===== config.mk =====
export PLATFORM = sky130hd
export DESIGN_NAME = instruction_fetch_unit
export DESIGN_NICKNAME = d
export VERILOG_FILES = /design/src/rtl/riscv_fetch_pkg.sv /design/src/rtl/fetch_fifo.sv /design/src/rtl/instruction_fetch_unit.sv
export SDC_FILE = /design/constraint.sdc
export NUM_CORES = 1
export LEC_CHECK = 0
export ABC_CLOCK_PERIOD_IN_PS = 11450
export CORE_UTILIZATION = 48
export CTS_CLUSTER_DIAMETER = 60
export DETAILED_ROUTE_END_ITERATION = 8
export HOLD_SLACK_MARGIN = 0.08
export PLACE_DENSITY = 0.87
export SYNTH_ARGS = -nofsm -noshare
export SYNTH_HDL_FRONTEND = slang
export SYNTH_SLANG_ARGS = --single-unit

===== constraint.sdc =====
create_clock -name clk -period 11.45 [get_ports clk]
set_input_delay 1.145 -clock clk [delete_from_list [all_inputs] [get_ports clk]]
set_output_delay 1.145 -clock clk [all_outputs]
set_load 0.01 [all_outputs]

===== src/rtl/riscv_fetch_pkg.sv =====
// Shared types and constants for the instruction fetch slice.
// FETCH_MISALIGN_TRAP_EN: when defined, the state enum gains HALT for
// misaligned-redirect faults.
package riscv_fetch_pkg;

    localparam int unsigned XLEN_DEF = 32;
    localparam logic [XLEN_DEF-1:0] PC_INC = 32'd4;
    localparam logic [XLEN_DEF-1:0] NOP_INSTR = 32'h0000_0013;

`ifdef FETCH_MISALIGN_TRAP_EN
    typedef enum logic [1:0] {
        BOOT,
        RUN,
        HALT
    } fetch_state_e;
`else
    typedef enum logic [1:0] {
        BOOT,
        RUN
    } fetch_state_e;
`endif

    typedef struct packed {
        logic [XLEN_DEF-1:0] pc;
        logic [XLEN_DEF-1:0] instr;
    } fetch_entry_t;

    // Clear the low two bits to form a word-aligned byte address.
    function automatic logic [XLEN_DEF-1:0] align_word(input logic [XLEN_DEF-1:0] addr);
        return {addr[XLEN_DEF-1:2], 2'b00};
    endfunction

endpackage


===== src/rtl/fetch_fifo.sv =====
// Small circular FIFO of fetch_entry_t.
// Ports: clk, rst_n (async active-low), push/pop/flush controls, wdata in,
// rdata (head entry), full/empty status. Flush wins over push and pop.
// A push is accepted when full only if a pop happens in the same cycle.
module fetch_fifo
    import riscv_fetch_pkg::*;
#(
    parameter int unsigned DEPTH = 2
) (
    input  logic         clk,
    input  logic         rst_n,
    input  logic         push,
    input  logic         pop,
    input  logic         flush,
    input  fetch_entry_t wdata,
    output fetch_entry_t rdata,
    output logic         full,
    output logic         empty
);

    localparam int unsigned PTR_W = $clog2(DEPTH);
    localparam int unsigned CNT_W = $clog2(DEPTH + 1);

    fetch_entry_t mem [DEPTH];
    logic [PTR_W-1:0] wptr_q;
    logic [PTR_W-1:0] rptr_q;
    logic [CNT_W-1:0] count_q;
    logic do_push;
    logic do_pop;

    assign full    = (count_q == CNT_W'(DEPTH));
    assign empty   = (count_q == '0);
    assign do_pop  = pop && !empty;
    assign do_push = push && (!full || do_pop);
    assign rdata   = mem[rptr_q];

    always_ff @(posedge clk or negedge rst_n) begin
        if (!rst_n) begin
            wptr_q  <= '0;
            rptr_q  <= '0;
            count_q <= '0;
        end else if (flush) begin
            wptr_q  <= '0;
            rptr_q  <= '0;
            count_q <= '0;
        end else begin
            // DEPTH is a power of two, so pointers wrap naturally.
            if (do_push) wptr_q <= wptr_q + PTR_W'(1);
            if (do_pop)  rptr_q <= rptr_q + PTR_W'(1);
            case ({do_push, do_pop})
                2'b10:   count_q <= count_q + CNT_W'(1);
                2'b01:   count_q <= count_q - CNT_W'(1);
                default: count_q <= count_q;
            endcase
        end
    end

    // Storage needs no reset; validity is tracked by count_q.
    always_ff @(posedge clk) begin
        if (do_push && !flush) mem[wptr_q] <= wdata;
    end

endmodule


===== src/rtl/instruction_fetch_unit.sv =====
// Instruction fetch unit: owns the PC, drives a combinational instruction
// memory, buffers {pc, instr} pairs and hands them to decode over valid/ready.
// Ports: clk, rst_n (async active-low); imem_addr/imem_req/imem_instr to
// memory; redirect_valid/redirect_pc from branch resolution; out_valid,
// out_ready, out_instr, out_pc to decode; fetch_fault (FETCH_MISALIGN_TRAP_EN
// only). XLEN must equal XLEN_DEF (entry struct width).
// FETCH_MISALIGN_TRAP_EN: misaligned redirects trap into HALT instead of
// being word-aligned.
module instruction_fetch_unit
    import riscv_fetch_pkg::*;
#(
    parameter int unsigned XLEN       = XLEN_DEF,
    parameter logic [XLEN-1:0] RESET_PC = '0,
    parameter int unsigned FIFO_DEPTH = 2
) (
    input  logic            clk,
    input  logic            rst_n,
    output logic [XLEN-1:0] imem_addr,
    output logic            imem_req,
    input  logic [XLEN-1:0] imem_instr,
    input  logic            redirect_valid,
    input  logic [XLEN-1:0] redirect_pc,
    output logic            out_valid,
    input  logic            out_ready,
    output logic [XLEN-1:0] out_instr,
`ifdef FETCH_MISALIGN_TRAP_EN
    output logic            fetch_fault,
`endif
    output logic [XLEN-1:0] out_pc
);

    fetch_state_e    state_q;
    logic [XLEN-1:0] pc_q;
    fetch_entry_t    push_entry;
    fetch_entry_t    head_entry;
    logic            fifo_full;
    logic            fifo_empty;
    logic            pop;
    logic            slot_free;

`ifdef FETCH_MISALIGN_TRAP_EN
    logic fault_q;
    assign fetch_fault = fault_q;
`endif

    assign imem_addr = pc_q;
    assign out_valid = !fifo_empty;
    assign pop       = out_valid && out_ready;
    // Pop-through: a full FIFO still accepts a push when the head leaves.
    assign slot_free = !fifo_full || pop;
    assign imem_req  = (state_q == RUN) && !redirect_valid && slot_free;
    assign out_instr = out_valid ? head_entry.instr : '0;
    assign out_pc    = out_valid ? head_entry.pc : '0;

    assign push_entry.pc    = pc_q;
    assign push_entry.instr = imem_instr;

    fetch_fifo #(
        .DEPTH (FIFO_DEPTH)
    ) u_fifo (
        .clk   (clk),
        .rst_n (rst_n),
        .push  (imem_req),
        .pop   (pop),
        .flush (redirect_valid),
        .wdata (push_entry),
        .rdata (head_entry),
        .full  (fifo_full),
        .empty (fifo_empty)
    );

    always_ff @(posedge clk or negedge rst_n) begin
        if (!rst_n) begin
            state_q <= BOOT;
            pc_q    <= RESET_PC;
`ifdef FETCH_MISALIGN_TRAP_EN
            fault_q <= 1'b0;
`endif
        end else if (redirect_valid) begin
`ifdef FETCH_MISALIGN_TRAP_EN
            pc_q <= redirect_pc;
            if (redirect_pc[1:0] != 2'b00) begin
                state_q <= HALT;
                fault_q <= 1'b1;
            end else begin
                state_q <= RUN;
                fault_q <= 1'b0;
            end
`else
            pc_q    <= align_word(redirect_pc);
            state_q <= RUN;
`endif
        end else begin
            case (state_q)
                BOOT: state_q <= RUN;
                RUN: begin
                    if (imem_req) pc_q <= pc_q + XLEN'(PC_INC);
                end
                default: state_q <= state_q;
            endcase
        end
    end

endmodule


Word level (Yosys, flattened, before mapping)
Memories as Yosys holds them, arrays and structs flattened.
Index checks and enable logic that the tools add are counted.
Widths: inputs -> output; s select.

operators by class
  reduce and logical (&&, ||, !) cells = 20
  equality and inequality tests = 4
  muxes and demuxes = 15
  add/sub/neg operators = 5

operators by type and width
  cell                   number
  $mux 32                5
  $add 32x3->32 const B  1
  $reduce_bool 2->1      5
  $logic_and 1x1->1      6
  $mux 1                 6
  $mux 2                 3
  $eq 2x1->1 const B     2
  $eq 2x2->1 const B     2
  $logic_not 2->1        2
  $pmux 2 s2             1
  $logic_not 1->1        3
  $reduce_bool 3->1      1
  $add 1x1->1 const B    2
  $add 2x1->2 const B    1
  $logic_or 1x1->1       2
  $reduce_and 2->1       1
  $sub 2x1->2 const B    1

word-level totals
  RAM bits = 128
  memories = 1
  output and inout bits = 98
  bits of input ports = 68
  register bits after elaboration = 38

memory list
  memory      words  bits a word  read ports  clocked after Yosys merged registers in  wr ports  RTL line          text
  u_fifo.mem  2      64           1           0                                        1         fetch_fifo.sv:24  fetch_entry_t mem [DEPTH];

Logic depth before layout (Yosys ltp)
Gate-level depths: netlist of the first run.

  word-level depth = 9
  gate-level depth with buffers = 6

Modules after synthesis
Synthesis of the first run repeated with hierarchy kept, for this count alone.

unflattened totals
  cell total of the unflattened synthesis = 492
  area, all modules = 7,101.8 µm²

by module, submodules not included
  module                  area an instance (µm²)  cells an instance  instances
  fetch_fifo              4,853.4                 224                1
  instruction_fetch_unit  2,248.4                 268                1

Worst setup path before layout of the first run
OpenSTA, ideal clock, no wires.

  path kind = in2reg
  start point = input port redirect_valid
  end point = memory u_fifo.mem[0][0] (netlist name), enable pin
  data required time = 10.891 ns
  buffers on the path = 2
  path slack = 5.101 ns
  stages on the path = 3
  library setup time = 0.559 ns
  data arrival time = 5.791 ns
  cells stage by stage = clkbuf_1 > clkbuf_1 > nor3_1

on the way
  cells in the longest elaborated chain, start to end = 7

RTL lines
  item                            RTL line                                        text
  start, declared                 instruction_fetch_unit.sv:21                    input logic redirect_valid,
  $logic_not 1->1 *               fetch_fifo.sv:60, instruction_fetch_unit.sv:51
  $logic_and 1x1->1 (2 in a row)  instruction_fetch_unit.sv:51                    assign imem_req = (state_q == RUN) && !redirect_valid && slot_free;
  $logic_and 1x1->1               fetch_fifo.sv:34                                assign do_push = push && (!full || do_pop);
  $logic_and 1x1->1 *             fetch_fifo.sv:60                                if (do_push && !flush) mem[wptr_q] <= wdata;
  $mux 1 *                        fetch_fifo.sv:60
  $mux 1 (implied by the code) *  fetch_fifo.sv:60
  end, declared                   fetch_fifo.sv:24

Every way passes the cells marked *; elsewhere a longest branch is shown, timed or not.

Worst setup path after layout of the first run
  start point = input port out_ready
  end point = output port imem_req

on the way
  cells in the longest elaborated chain, start to end = 3

RTL lines
  item               RTL line                      text
  start, declared    instruction_fetch_unit.sv:24  input logic out_ready,
  $logic_and 1x1->1  instruction_fetch_unit.sv:48  assign pop = out_valid && out_ready;
  $logic_or 1x1->1   instruction_fetch_unit.sv:50  assign slot_free = !fifo_full || pop;
  $logic_and 1x1->1  instruction_fetch_unit.sv:51
  end, declared      instruction_fetch_unit.sv:19  output logic imem_req,

Every way passes these cells.

==> results.sh, run 1 <==
export IMPL_postSynth_asyncResetShare_pct=22.01
export IMPL_wl_met2_um=6977
export IMPL_ios=166
export IMPL_synthTopCellsByArea="edfxtp_1, dfrtp_1, mux2i_1"
export IMPL_r2r_start="u_fifo.count_q[1]"
export IMPL_synth_avg_cell_area_um2=13.59
export IMPL_antenna_found_initial=0
export IMPL_pwr_share_clk_pct=37.0
export IMPL_max_slew_worst_pin_slew_ns=1.122
export IMPL_syn_cell_area_um2=6674
export IMPL_setup_viol=0
export IMPL_firstDrtPassIters=4
export IMPL_cts_resized_gates=0
export IMPL_hold_ws_ns=0.5242
export IMPL_cp_startpoint="out_ready"
export IMPL_postCtsHoldBufs=0
export IMPL_synth_edf_count=124
export IMPL_status="finished, final reports clean"
export IMPL_synthTopCellsByCount="edfxtp_1, nor2_1, mux2i_1, nand2_1, dfrtp_1"
export IMPL_cts_htree_levels=4
export IMPL_drcViolationCount=0
export IMPL_fillers=1000
export IMPL_setup_tns_final_ns=0
export IMPL_yosysWarningCount=0
export IMPL_p_leak_nw=3.055
export IMPL_ir_worst_vdd_mv=0.1120
export IMPL_dieArea_um2=14380
export IMPL_max_freq_mhz=241.6
export IMPL_synth_top_cell_by_area="edfxtp_1"
export IMPL_port_buffer_count=159
export IMPL_arrival_ns=2.99
export IMPL_finalCritPeriodShare_pct=36.15
export IMPL_clk_latency_ns=0.41
export IMPL_ys_ff_latch=159
export IMPL_finalHoldViolations=0
export IMPL_pwr_share_comb_pct=12.4
export IMPL_wl_per_cell_um=16.64
export IMPL_seqCellArea_um2=4603
export IMPL_p_int_mw=1.035
export IMPL_wl_met1_um=5854
export IMPL_place_inst=805
export IMPL_layout_nets=717
export IMPL_power_density_nw_per_um2=153.6
export IMPL_path_class="input port to output pin"
export IMPL_hold_class="register to register"
export IMPL_post_dp_hpwl_um=9258
export IMPL_die_y_um=119.9
export IMPL_yosys_most_used_dff="edfxtp_1"
export IMPL_clk_pin_slew_ns=0.06
export IMPL_final_cells=837
export IMPL_place_gp_congestion=0.8322
export IMPL_hp_start="imem_addr[31]"
export IMPL_routed_wirelength_um=13930
export IMPL_rsz0062_at_grt="false"
export IMPL_drtIter0Drc=309
export IMPL_cts_root_buf="clkbuf_16"
export IMPL_power_switching_mw=0.3387
export IMPL_grt_use_total_pct=20.19
export IMPL_fin_crit_ns=4.139
export IMPL_clockBufferDepth=2
export IMPL_dpl_cell_area_um2=8401
export IMPL_via_per_inst=5.227
export IMPL_seq_area_frac_synth_pct=68.92
export IMPL_seqPwrFrac_pct=50.7
export IMPL_synth_cell_types=44
export IMPL_core_area_um2=13400
export IMPL_synthCells=491
export IMPL_rows=42
export IMPL_grt_max_degree=64
export IMPL_cp_end_kind="output pin"
export IMPL_slew_violations=0
export IMPL_multiInputGateArea_um2=1954
export IMPL_syn2layout_area_growth_pct=33.95
export IMPL_grt_pass1_wl_um=22020
export IMPL_final_area_um2=8940
export IMPL_cts_sinks=159
export IMPL_via_count=4375
export IMPL_yosysTopAreaCellShare_pct=55.79
export IMPL_overflow=0
export IMPL_worstPathRequired_ns=10.31
export IMPL_skew_ns=0.006438
export IMPL_die_x_um=119.9
export IMPL_yosys_cell_count_top_type="edfxtp_1"
export IMPL_post_cts_buffers=0
export IMPL_drv_cap=0
export IMPL_wl_met3_um=830
export IMPL_grt_pass1_vias=4293
export IMPL_cts_inserted_buffers=17
export IMPL_start_util_pct=49.80
export IMPL_max_slew_margin_pct=25.20
export IMPL_drive_above_1_share_pct=7.564
export IMPL_cts_tree="built"
export IMPL_critPathMaxFanout=6
export IMPL_top_layer="met4"
export IMPL_cp_start_kind="input port"
export IMPL_diodes=0
export IMPL_ant_nets=0
export IMPL_switching_share_pct=24.66
-- layer usage --
metal / GRT usage [%] / up-vias
met5: 0 / -
met4: 8.125 / 0
met3: 4.610 / 20
met2: 33.58 / 142
met1: 25.51 / 2126
li1: - / 2087
-- critical path: stages --
cell and delay, ns:
clkdlybuf4s50_1 0.48, nand2b_1 0.28, o21ai_1 0.48, nor2_1 0.08, clkdlybuf4s50_1 0.52
-- cell families after synthesis --
group,synth area share (%)
other,0.1125
xor gates and xnor gates,3.543
and+or+nand+nor,11.36
buffers and inverters,2.175
DFF,68.92
muxes,9.767
adders and majority gates,0.1874
AOI/OAI and AO/OA,3.937
-- per-stage QoR --
| stage | util, % | setup WS [ns] | power [mW] |
|---|---|---|---|
| 3_5_place_dp | 62.69 | 7.268 | 0.8791 |
| 6_report | 66.71 | 7.311 | 1.373 |
| 2_1_floorplan | - | 5.101 | 0.7781 |
| 4_1_cts | 66.71 | 7.285 | 1.386 |
| 3_3_place_gp | 62.69 | 7.296 | 0.8722 |
| 5_1_grt | 66.71 | 7.104 | 1.426 |
-- flip-flops by register name, indices dropped and copies added, names as in the netlist --
signal	count
u_fifo.rptr_q	1
u_fifo.count_q	2
state_q	1
imem_addr	30
u_fifo.mem	124
u_fifo.wptr_q	1
-- power groups by stage --
stage                     Sequential (mW)  Combinational, mW  Clock, mW
after CTS                           0.696              0.172      0.518
after floorplan                     0.697             0.0814          0
final                               0.696              0.170      0.508
after global placement              0.705              0.167          0
after global routing                0.700              0.184      0.541
after detailed placement            0.708              0.171          0
-- placed cells by master, fill, tap and decap left out, types with 2 or more instances in the layout --
cell             instances
o21ai_0                 29
xnor2_1                 14
or3_1                    2
or2_2                    2
conb_1                   5
inv_6                    3
buf_2                    2
mux2i_1                 64
nor2_1                  74
xor2_1                  13
nand2_1                 37
inv_8                    2
nand4_1                 12
clkinv_2                 3
edfxtp_1               124
a21oi_1                  3
clkinvlp_4               5
nor3_1                   7
nand3_1                  8
a31oi_1                  2
buf_4                    3
and2_1                   2
clkdlybuf4s50_1        157
and3_1                   4
clkbuf_16               17
dfrtp_1                 34
inv_1                    5
-- cell type report --
cell class              count  share of cell area (%)
flip-flops and latches    159                   51.49
multi-input cells         303                   21.86
repair buffers            162                   17.94
clock buffers              18                   4.801
well taps                 176                   2.463
clock inverters            14                   1.232
inverters                   5                  0.2099
-- path summary, 6_finish.rpt --
check / cells after the start / to / slack, ns
setup / recovery: 5 / imem_req / 7.31
hold / removal: 0 / u_fifo.mem[1][63] / 0.52
setup reg to reg: 4 / u_fifo.mem[0][39] / 8.60
hold reg to reg: 0 / u_fifo.mem[1][63] / 0.52
max in group asynchronous: 1 / u_fifo.rptr_q / 10.02
min in group asynchronous: 1 / imem_addr[27] / 0.83
Note: power is estimated with default switching activity, not from simulation.
==> inputs of run 2 (changes only) <==
Settings changed: ABC_CLOCK_PERIOD_IN_PS 11450 to 3700, CORE_UTILIZATION 48 to 45, PLACE_DENSITY 0.87 to 0.86.
Clock period 11.45 ns to 3.7 ns, I/O delays scaled along.
==> results.sh, run 2 (synthesis results as in run 1) <==
export IMPL_diodes=0
export IMPL_final_cells=850
export IMPL_place_gp_congestion=0.8419
export IMPL_grt_pass1_wl_um=21510
export IMPL_wl_met3_um=649
export IMPL_place_inst=817
export IMPL_post_dp_hpwl_um=9393
export IMPL_ios=166
export IMPL_p_total_mw=4.380
export IMPL_setup_tns_final_ns=0
export IMPL_arrival_ns=2.55
export IMPL_p_leak_nw=3.115
export IMPL_cp_slowest_stage_delay_ns=1.11
export IMPL_core_area_um2=14480
export IMPL_max_slew_worst_pin_slew_ns=1.155
export IMPL_via_count=4374
export IMPL_cts_root_buf="clkbuf_16"
export IMPL_layout_setup_ws_ns=0.7837
export IMPL_grt_pass1_vias=4303
export IMPL_start_util_pct=46.09
export IMPL_overflow=0
export IMPL_critPathMaxFanout=63
export IMPL_skew_ns=0.005339
export IMPL_max_slew_margin_pct=22.99
export IMPL_whs_path_depth=3
export IMPL_rows=44
export IMPL_timing_rr_end="imem_addr[29]"
export IMPL_r2r_start="imem_addr[4]"
export IMPL_die_x_um=123.8
export IMPL_clk_pin_slew_ns=0.06
export IMPL_power_density_nw_per_um2=484.1
export IMPL_finalHoldViolations=0
export IMPL_rr_worst_depth=5
export IMPL_via_per_inst=5.146
export IMPL_dpl_cell_area_um2=8459
export IMPL_grt_use_total_pct=19.06
export IMPL_finalCritPeriodShare_pct=78.82
export IMPL_grt_max_degree=64
export IMPL_final_area_um2=9047
export IMPL_drive_above_1_share_pct=7.357
export IMPL_cts_sinks=159
export IMPL_layout_nets=722
export IMPL_worstPathRequired_ns=3.33
export IMPL_fillers=1100
export IMPL_place_ws_ns=1.007
export IMPL_wl_met1_um=5964
export IMPL_ir_worst_vdd_mv=0.2486
export IMPL_cts_tree="built"
export IMPL_drtIter0Drc=311
export IMPL_fin_util_pct=62.49
export IMPL_top_layer="met4"
export IMPL_hp_start="redirect_pc[8]"
export IMPL_multiInputGateArea_um2=1961
export IMPL_path_class="register to output pin"
export IMPL_cts_inserted_buffers=17
export IMPL_drv_cap=0
export IMPL_clockBufferDepth=2
export IMPL_r2r_setup_slack_ns=1.45
export IMPL_dieArea_um2=15320
export IMPL_mostFrequentLayoutCell="clkdlybuf4s50_1"
export IMPL_cp_start_kind="register"
export IMPL_firstDrtPassIters=4
export IMPL_hold_ws_ns=0.5104
export IMPL_status="finished, final reports clean"
export IMPL_rsz0062_at_grt="false"
export IMPL_largest_reg_flops=124
export IMPL_seqCellArea_um2=4603
export IMPL_setup_viol=0
export IMPL_syn2layout_area_growth_pct=35.56
export IMPL_wl_met2_um=7115
export IMPL_cts_htree_levels=4
export IMPL_cp_end_kind="output pin"
export IMPL_hold_class="input port to register"
export IMPL_cpMaxStageDelayCell="dfrtp_4"
export IMPL_mostFrequentLayoutCells="clkdlybuf4s50_1, edfxtp_1, nor2_1"
export IMPL_fin_crit_ns=2.916
export IMPL_slew_violations=0
export IMPL_port_buffer_count=159
export IMPL_cp_cell_sequence="mux2i_1, nor2_1, clkdlybuf4s50_1"
export IMPL_min_delay_worst_endpoint="imem_addr[8]"
export IMPL_clk_latency_ns=0.41
export IMPL_die_y_um=123.8
export IMPL_wl_per_cell_um=16.43
export IMPL_routed_wirelength_um=13970
export IMPL_max_freq_mhz=342.9
export IMPL_regMostFlops="u_fifo.mem"
export IMPL_ant_nets=0
export IMPL_antenna_found_initial=0
export IMPL_drcViolationCount=0
export IMPL_cts_resized_gates=0
run 2: final cells by class:
class | instances | area share (%)
inverter | 5 | 0.2074
clock inverter | 14 | 1.646
sequential | 159 | 50.88
multi-input combinational | 303 | 21.67
timing repair buffer | 167 | 18.31
clock buffer | 18 | 4.743
tap | 184 | 2.545
run 2: worst max-delay path: cells and delay by family, from the launching register on:
kind	cells	cell delay, ns
buf+inv	1	0.56
flops	1	1.11
mux	1	0.19
simple gates	1	0.13
run 2: layer usage:
metal  vias to the layer above  global-route usage (%)
met4                         0                   8.660
met3                        18                   3.800
met1                      2117                   23.69
met2                       145                   32.12
met5                         -                       0
li1                       2094                       -
run 2: repair_timing:
action | CTS | global route
buffers inserted | 0 | 0
hold buffers | 1 | 0
endpoints found under the hold margin | 35 | 0
run 2: worst max-delay path by stage:
stage	cells after the start	end	slack [ns]	startpoint
2_1_floorplan	3	u_fifo.mem[0][0]	0.007	u_fifo.count_q[0]
3_3_place_gp	5	u_fifo.mem[1][20]	1.06	out_ready
3_5_place_dp	5	u_fifo.mem[1][29]	1.01	out_ready
4_1_cts	3	out_instr[25]	0.77	u_fifo.rptr_q
5_1_grt	3	out_pc[31]	0.64	u_fifo.rptr_q
6_report	3	out_pc[24]	0.78	u_fifo.rptr_q
run 2: power breakdown:
group	total, mW	switching [mW]	internal [mW]
clock	1.69	0.643	1.05
sequential	2.15	0.113	2.04
combinational	0.537	0.237	0.300
